==> config.mk <==
export PLATFORM = sky130hd
export DESIGN_NAME = ldm_stm_sequencer
export DESIGN_NICKNAME = d
export VERILOG_FILES = /design/src/rtl/arm_pkg.sv /design/src/rtl/reg_list_scan.sv /design/src/rtl/ldm_stm_sequencer.sv
export SDC_FILE = /design/constraint.sdc
export NUM_CORES = 1
export LEC_CHECK = 0
export ABC_AREA = 0
export CELL_PAD_IN_SITES_DETAIL_PLACEMENT = 2
export CELL_PAD_IN_SITES_GLOBAL_PLACEMENT = 2
export CORE_ASPECT_RATIO = 0.9
export CORE_UTILIZATION = 31
export CTS_BUF_LIST = sky130_fd_sc_hd__clkbuf_8
export CTS_CLUSTER_SIZE = 16
export DETAILED_ROUTE_END_ITERATION = 10
export PLACE_DENSITY_LB_ADDON = 0.1
export SYNTH_ARGS = -nofsm -noshare
export SYNTH_HDL_FRONTEND = slang
export SYNTH_SLANG_ARGS = --single-unit
==> constraint.sdc <==
create_clock -name clk -period 9.93 [get_ports clk]
set_input_delay 1.986 -clock clk [delete_from_list [all_inputs] [get_ports clk]]
set_output_delay 1.986 -clock clk [all_outputs]
set_load 0.01 [all_outputs]
==> src/rtl/arm_pkg.sv <==
// Shared constants, the LDM/STM sequencer state encoding and the addressing modes.
// The addressing mode is the pair {P, U} taken from the instruction.
package arm_pkg;

   localparam int WORD_SIZE  = 32;
   localparam int NUM_REGS   = 16;
   localparam int ADDR_WIDTH = 4;
   localparam int CNT_WIDTH  = ADDR_WIDTH + 1;

   typedef enum logic [2:0] {
      S_IDLE,
      S_NEXT,
      S_RDWAIT,
      S_MEM,
      S_LDWR,
      S_WB,
      S_DONE
   } seq_state_t;

   localparam logic [1:0] MODE_DA = 2'b00;
   localparam logic [1:0] MODE_IA = 2'b01;
   localparam logic [1:0] MODE_DB = 2'b10;
   localparam logic [1:0] MODE_IB = 2'b11;

endpackage

==> src/rtl/reg_list_scan.sv <==
// Combinational register-list scan: index of the lowest set bit, a flag that the list
// is non-empty, and the number of set bits. The decode stage also uses this block.
module reg_list_scan
   import arm_pkg::*;
(
   input  logic [NUM_REGS-1:0]   list,
   output logic [ADDR_WIDTH-1:0] low_idx,
   output logic                  low_vld,
   output logic [CNT_WIDTH-1:0]  count
);

   // Walking from the top down lets the lowest set bit win the last assignment.
   always_comb begin
      low_idx = '0;
      low_vld = 1'b0;
      count   = '0;
      for (int i = NUM_REGS - 1; i >= 0; i--) begin
         if (list[i]) begin
            low_idx = ADDR_WIDTH'(i);
            low_vld = 1'b1;
         end
         count = count + CNT_WIDTH'(list[i]);
      end
   end

endmodule

==> src/rtl/ldm_stm_sequencer.sv <==
// LDM/STM sequencer: walks a register list lowest-first, moving each register between the
// single-port register file and a req/ack memory port, then optionally writes back the base.
module ldm_stm_sequencer
   import arm_pkg::*;
(
   input  logic                  clk,
   input  logic                  reset,
   input  logic                  start,
   input  logic                  load,
   input  logic                  pre,
   input  logic                  up,
   input  logic                  wb,
   input  logic [NUM_REGS-1:0]   reg_list,
   input  logic [WORD_SIZE-1:0]  base,
   input  logic [ADDR_WIDTH-1:0] base_reg,
   output logic                  busy,
   output logic                  done,
   output logic [ADDR_WIDTH-1:0] rf_read_addr,
   input  logic [WORD_SIZE-1:0]  rf_read_data,
   output logic                  rf_we,
   output logic [ADDR_WIDTH-1:0] rf_write_addr,
   output logic [WORD_SIZE-1:0]  rf_write_data,
   output logic                  mem_req,
   output logic                  mem_we,
   output logic [WORD_SIZE-1:0]  mem_addr,
   output logic [WORD_SIZE-1:0]  mem_wdata,
   input  logic [WORD_SIZE-1:0]  mem_rdata,
   input  logic                  mem_ack
);

   seq_state_t            state, state_nxt, finish_state;
   logic [NUM_REGS-1:0]   list_q, scan_list, list_rest;
   logic                  load_q, do_wb_q, last;
   logic [ADDR_WIDTH-1:0] base_reg_q, low_idx;
   logic [WORD_SIZE-1:0]  addr_q, wb_val_q, data_q;
   logic [WORD_SIZE-1:0]  span, start_addr;
   logic                  low_vld;
   logic [CNT_WIDTH-1:0]  count;

   // In IDLE the scanner sizes the incoming list; afterwards it tracks the remaining bits.
   assign scan_list = (state == S_IDLE) ? reg_list : list_q;

   reg_list_scan u_scan (
      .list    (scan_list),
      .low_idx (low_idx),
      .low_vld (low_vld),
      .count   (count)
   );

   assign span         = WORD_SIZE'(count) << 2;
   assign list_rest    = list_q & ~(NUM_REGS'(1) << low_idx);
   assign last         = (list_rest == '0);
   assign finish_state = do_wb_q ? S_WB : S_DONE;

   always_comb begin
      unique case ({pre, up})
         MODE_IA: start_addr = base;
         MODE_IB: start_addr = base + WORD_SIZE'(4);
         MODE_DA: start_addr = base - span + WORD_SIZE'(4);
         default: start_addr = base - span;
      endcase
   end

   always_ff @(posedge clk or negedge reset) begin
      if (!reset) state <= S_IDLE;
      else        state <= state_nxt;
   end

   always_comb begin
      state_nxt = state;
      unique case (state)
         S_IDLE:   if (start) state_nxt = low_vld ? S_NEXT : S_DONE;
         S_NEXT:   state_nxt = load_q ? S_MEM : S_RDWAIT;
         S_RDWAIT: state_nxt = S_MEM;
         S_MEM: begin
            if (mem_ack) begin
               if (load_q)    state_nxt = S_LDWR;
               else if (last) state_nxt = finish_state;
               else           state_nxt = S_NEXT;
            end
         end
         S_LDWR:   state_nxt = last ? finish_state : S_NEXT;
         S_WB:     state_nxt = S_DONE;
         S_DONE:   state_nxt = S_IDLE;
         default:  state_nxt = S_IDLE;
      endcase
   end

   // An LDM that reloads its own base keeps the loaded value, so writeback is dropped.
   always_ff @(posedge clk or negedge reset) begin
      if (!reset) begin
         list_q     <= '0;
         load_q     <= 1'b0;
         do_wb_q    <= 1'b0;
         base_reg_q <= '0;
         addr_q     <= '0;
         wb_val_q   <= '0;
         data_q     <= '0;
      end else begin
         unique case (state)
            S_IDLE: begin
               if (start) begin
                  list_q     <= reg_list;
                  load_q     <= load;
                  do_wb_q    <= wb & ~(load & reg_list[base_reg]);
                  base_reg_q <= base_reg;
                  addr_q     <= start_addr;
                  wb_val_q   <= up ? (base + span) : (base - span);
               end
            end
            S_RDWAIT: data_q <= rf_read_data;
            S_MEM: begin
               if (mem_ack) begin
                  addr_q <= addr_q + WORD_SIZE'(4);
                  if (load_q) data_q <= mem_rdata;
                  else        list_q <= list_rest;
               end
            end
            S_LDWR:  list_q <= list_rest;
            default: ;
         endcase
      end
   end

   assign busy          = (state != S_IDLE);
   assign done          = (state == S_DONE);
   assign mem_req       = (state == S_MEM);
   assign mem_we        = (state == S_MEM) & ~load_q;
   assign mem_addr      = addr_q;
   assign mem_wdata     = data_q;
   assign rf_read_addr  = (state == S_IDLE) ? '0 : low_idx;
   assign rf_we         = (state == S_LDWR) | (state == S_WB);
   assign rf_write_addr = (state == S_LDWR) ? low_idx : base_reg_q;
   assign rf_write_data = (state == S_WB) ? wb_val_q : data_q;

endmodule
==> metrics.yaml <==
status: "completed"
netlist.area_leader.share_pct: 27.0
synth.most_common_cell: "nand2_1"
wl_mm: 50.3
area_growth_pct: 28.4
crit_top_cell: "fa_1"
fp.dieH_um: 183
cts.path.max_buffers: 2
drv_cap: 0
drt_iter0_drc: 631
drive_gt1_share_pct: 8.77
r2r_start: "state[2]"
maxSlewHeadroom_pct: 28.4
final_antenna_net_count: 0
synth_nets: 1601
synth_area_leaders: "dfrtp_1 27%, nand2_1 6.3%, o21ai_0 6.1%"
nNetsFinal: 1789
setup_tns_ns: 0
hold_violations: 0
cpLargestDelayFamily: "adder cells"
yosysSeqAreaShare_pct: 27.0
dr_total_vias: 12200
core_area_sq_um: 35400
ys_types: 82
postCtsSetupRepairBufs: 0
fin_crit_sh_pct: 91.8
hold_depth: 2
ys_seq_elements: 121
worst-path-buf-inv: 2
postSynth.asyncResetShare_pct: 100
fin_ws_ns: 0.811
crit_fanout: 10
synth-edff-count: 0
netlist_instances: 1441
grt_overflow: 0
crit_chain: "clkdlybuf4s50_1, mux2i_1, ha_1, inv_1, fa_1, fa_1, fa_1, fa_1, fa_1, fa_1, nor2b_1, o21a_1, ha_1, nor2_1, a221oi_4, nand4_4, or3_1, a2111o_1, a211o_1, nor3_2, xor2_1, o21ai_1, a221o_1"
clock.fmax_mhz: 110
rows: 65
synth_top_area_cell: "dfrtp_1"
skew_ns: 0.0195
hold_start: "mem_addr[1]"
path_class: "in2reg"
finalCriticalPeriod_ns: 9.12
n_fill_cell: 4105
worst_pin_slew_ns: 1.07
ctsResizeCount: 0
cp.arrival_ns: 9.49
synth_ff_type: "dfrtp_1"
place_ws_ns: 0.373
r2r_cells: 24
grt.total_usage_pct: 27.5
grt_pass1_wl_mm: 77.9
start_util_pct: 31.8
hp-class: "reg2reg"
r2r_slack_ns: 1.46
path_depth: 23
cts_made_buffers: 17
r2r-end: "mem_addr[27]"
synth_common_cells: "190 x nand2_1, 138 x o21ai_0, 121 x dfrtp_1"
cpMaxStageDelayCell: "fa_1"
fin_hold_ws_ns: 0.486
grt_max_degree: 87
die_w_um: 203
post_drt_wl_per_cell_um: 23.8
cts-root-buf: "clkbuf_8"
portBuffers: 232
crit_required_ns: 10.30
die_area_sq_um: 37000
vias_per_cell: 5.77
cts.sinks: 121
timing_max_transition_violations_final: 0
hpwl_mm: 38.4
drcViolationCount: 0
clk_latency_ns: 0.49
hold_buffers: 0
place_congestion: 0.878
rsz0062_at_grt: "false"
dr.pass1.iters: 5
hold_end: "mem_addr[1]"
ys.warnings.count: 0
cp_slowest_stage_delay_ns: 0.54
tritoncts: "yes"
antenna_found_initial: 1
setup_viol: 0
worstSetupStartpointType: "input port"
clkTransAtPathRegs_ns: 0.08
ios: 233
end_kind: "register"
grt_pass1_vias: 12900
htree_levels: 4
post_synth.cell_area_avg_sq_um: 7.80
synth_area_sq_um: 11200
==> worst register-to-register path: stages (launching register included) <==
cell,delay [ns]
dfrtp_1,0.53
nor3_4,0.41
buf_4,0.45
mux2i_1,0.40
inv_1,0.11
fa_1,0.56
inv_1,0.06
fa_1,0.48
fa_1,0.54
fa_1,0.43
fa_1,0.42
fa_1,0.43
nor2b_1,0.14
o21a_1,0.19
ha_1,0.31
nor2_1,0.14
a221oi_4,0.47
nand4_4,0.24
or3_1,0.37
a2111o_1,0.44
a211o_1,0.45
nor3_2,0.22
xor2_1,0.16
o21ai_1,0.07
a221o_1,0.32
==> per-stage QoR <==
step | instances | utilization, % | area [sq um]
floorplan | 1441 | - | 11200
global placement | 2079 | 39.6 | 14000
detailed placement | 2079 | 39.6 | 14000
CTS | 2111 | 40.8 | 14400
global route | 2111 | 40.8 | 14400
finish | 2112 | 40.8 | 14400
==> layout by cell type (no fill, tap or decap), types with 8 or more instances in the layout <==
master             n
fa_1              12
nand2_1          189
o22ai_1           23
nor3_1            48
a211oi_1          17
nor4_1            20
a21oi_1          102
nor2b_1           11
nand3_1           47
clkdlybuf4s50_1  231
or2_2              8
buf_4             37
inv_1             48
and2_1            10
and3_1            26
o21ai_0          138
a22o_1            12
xnor2_1           52
nand4_1           20
or3_1             11
mux2_2            39
clkbuf_8          18
nor2_1            99
dfrtp_1          121
mux2i_1           55
a31oi_1           18
xor2_1            28
nand2b_1           8
ha_1              23
o21a_1             9
==> cell type report <==
type	count	area, sq um	share of cell area (%)
inverter	50	188	1.30
tap	469	587	4.07
sequential	121	3030	21.0
clock inverter	14	160	1.11
timing repair buffer	268	2590	18.0
antenna	1	2.50	0.0173
multi-input combinational	1171	7620	52.8
clock buffer	18	248	1.72
==> how the worst max path moves through the flow <==
stage / endpoint / start
6_report: mem_addr[27] / reg_list[14]
5_1_grt: mem_addr[27] / reg_list[14]
4_1_cts: mem_addr[27] / reg_list[14]
3_5_place_dp: mem_addr[27] / reg_list[14]
3_3_place_gp: mem_addr[27] / reg_list[14]
2_1_floorplan: mem_addr[27] / reg_list[14]
==> layer usage <==
layer	vias to the layer above	wire length [um]	global-route usage, %
met4	0	1330	9.08
li1	5605	-	-
met3	61	2370	4.36
met5	-	0	0
met2	319	21700	41.6
met1	6200	25000	39.5
==> flip-flops by register name (all words and copies together) (netlist names) <==
register	cells
state	3
mem_addr	32
mem_wdata	32
wb_val_q	32
list_q	16
do_wb_q	1
base_reg_q	4
load_q	1
==> kinds of logic after synthesis <==
kind of cell / Yosys count / share of synthesized area, %
multiplexers: 99 / 9.81
buffers and inverters: 149 / 5.29
adder cells (fa/ha/maj): 36 / 4.81
flip-flops: 121 / 27.0
XOR/XNOR: 80 / 6.24
AND/OR/NAND/NOR: 535 / 23.4
AO/OA/AOI/OAI: 421 / 23.5
Power is left out: the tool's default activity adds up to more than one toggle a clock period on the data nets, which glitch-free logic cannot reach.
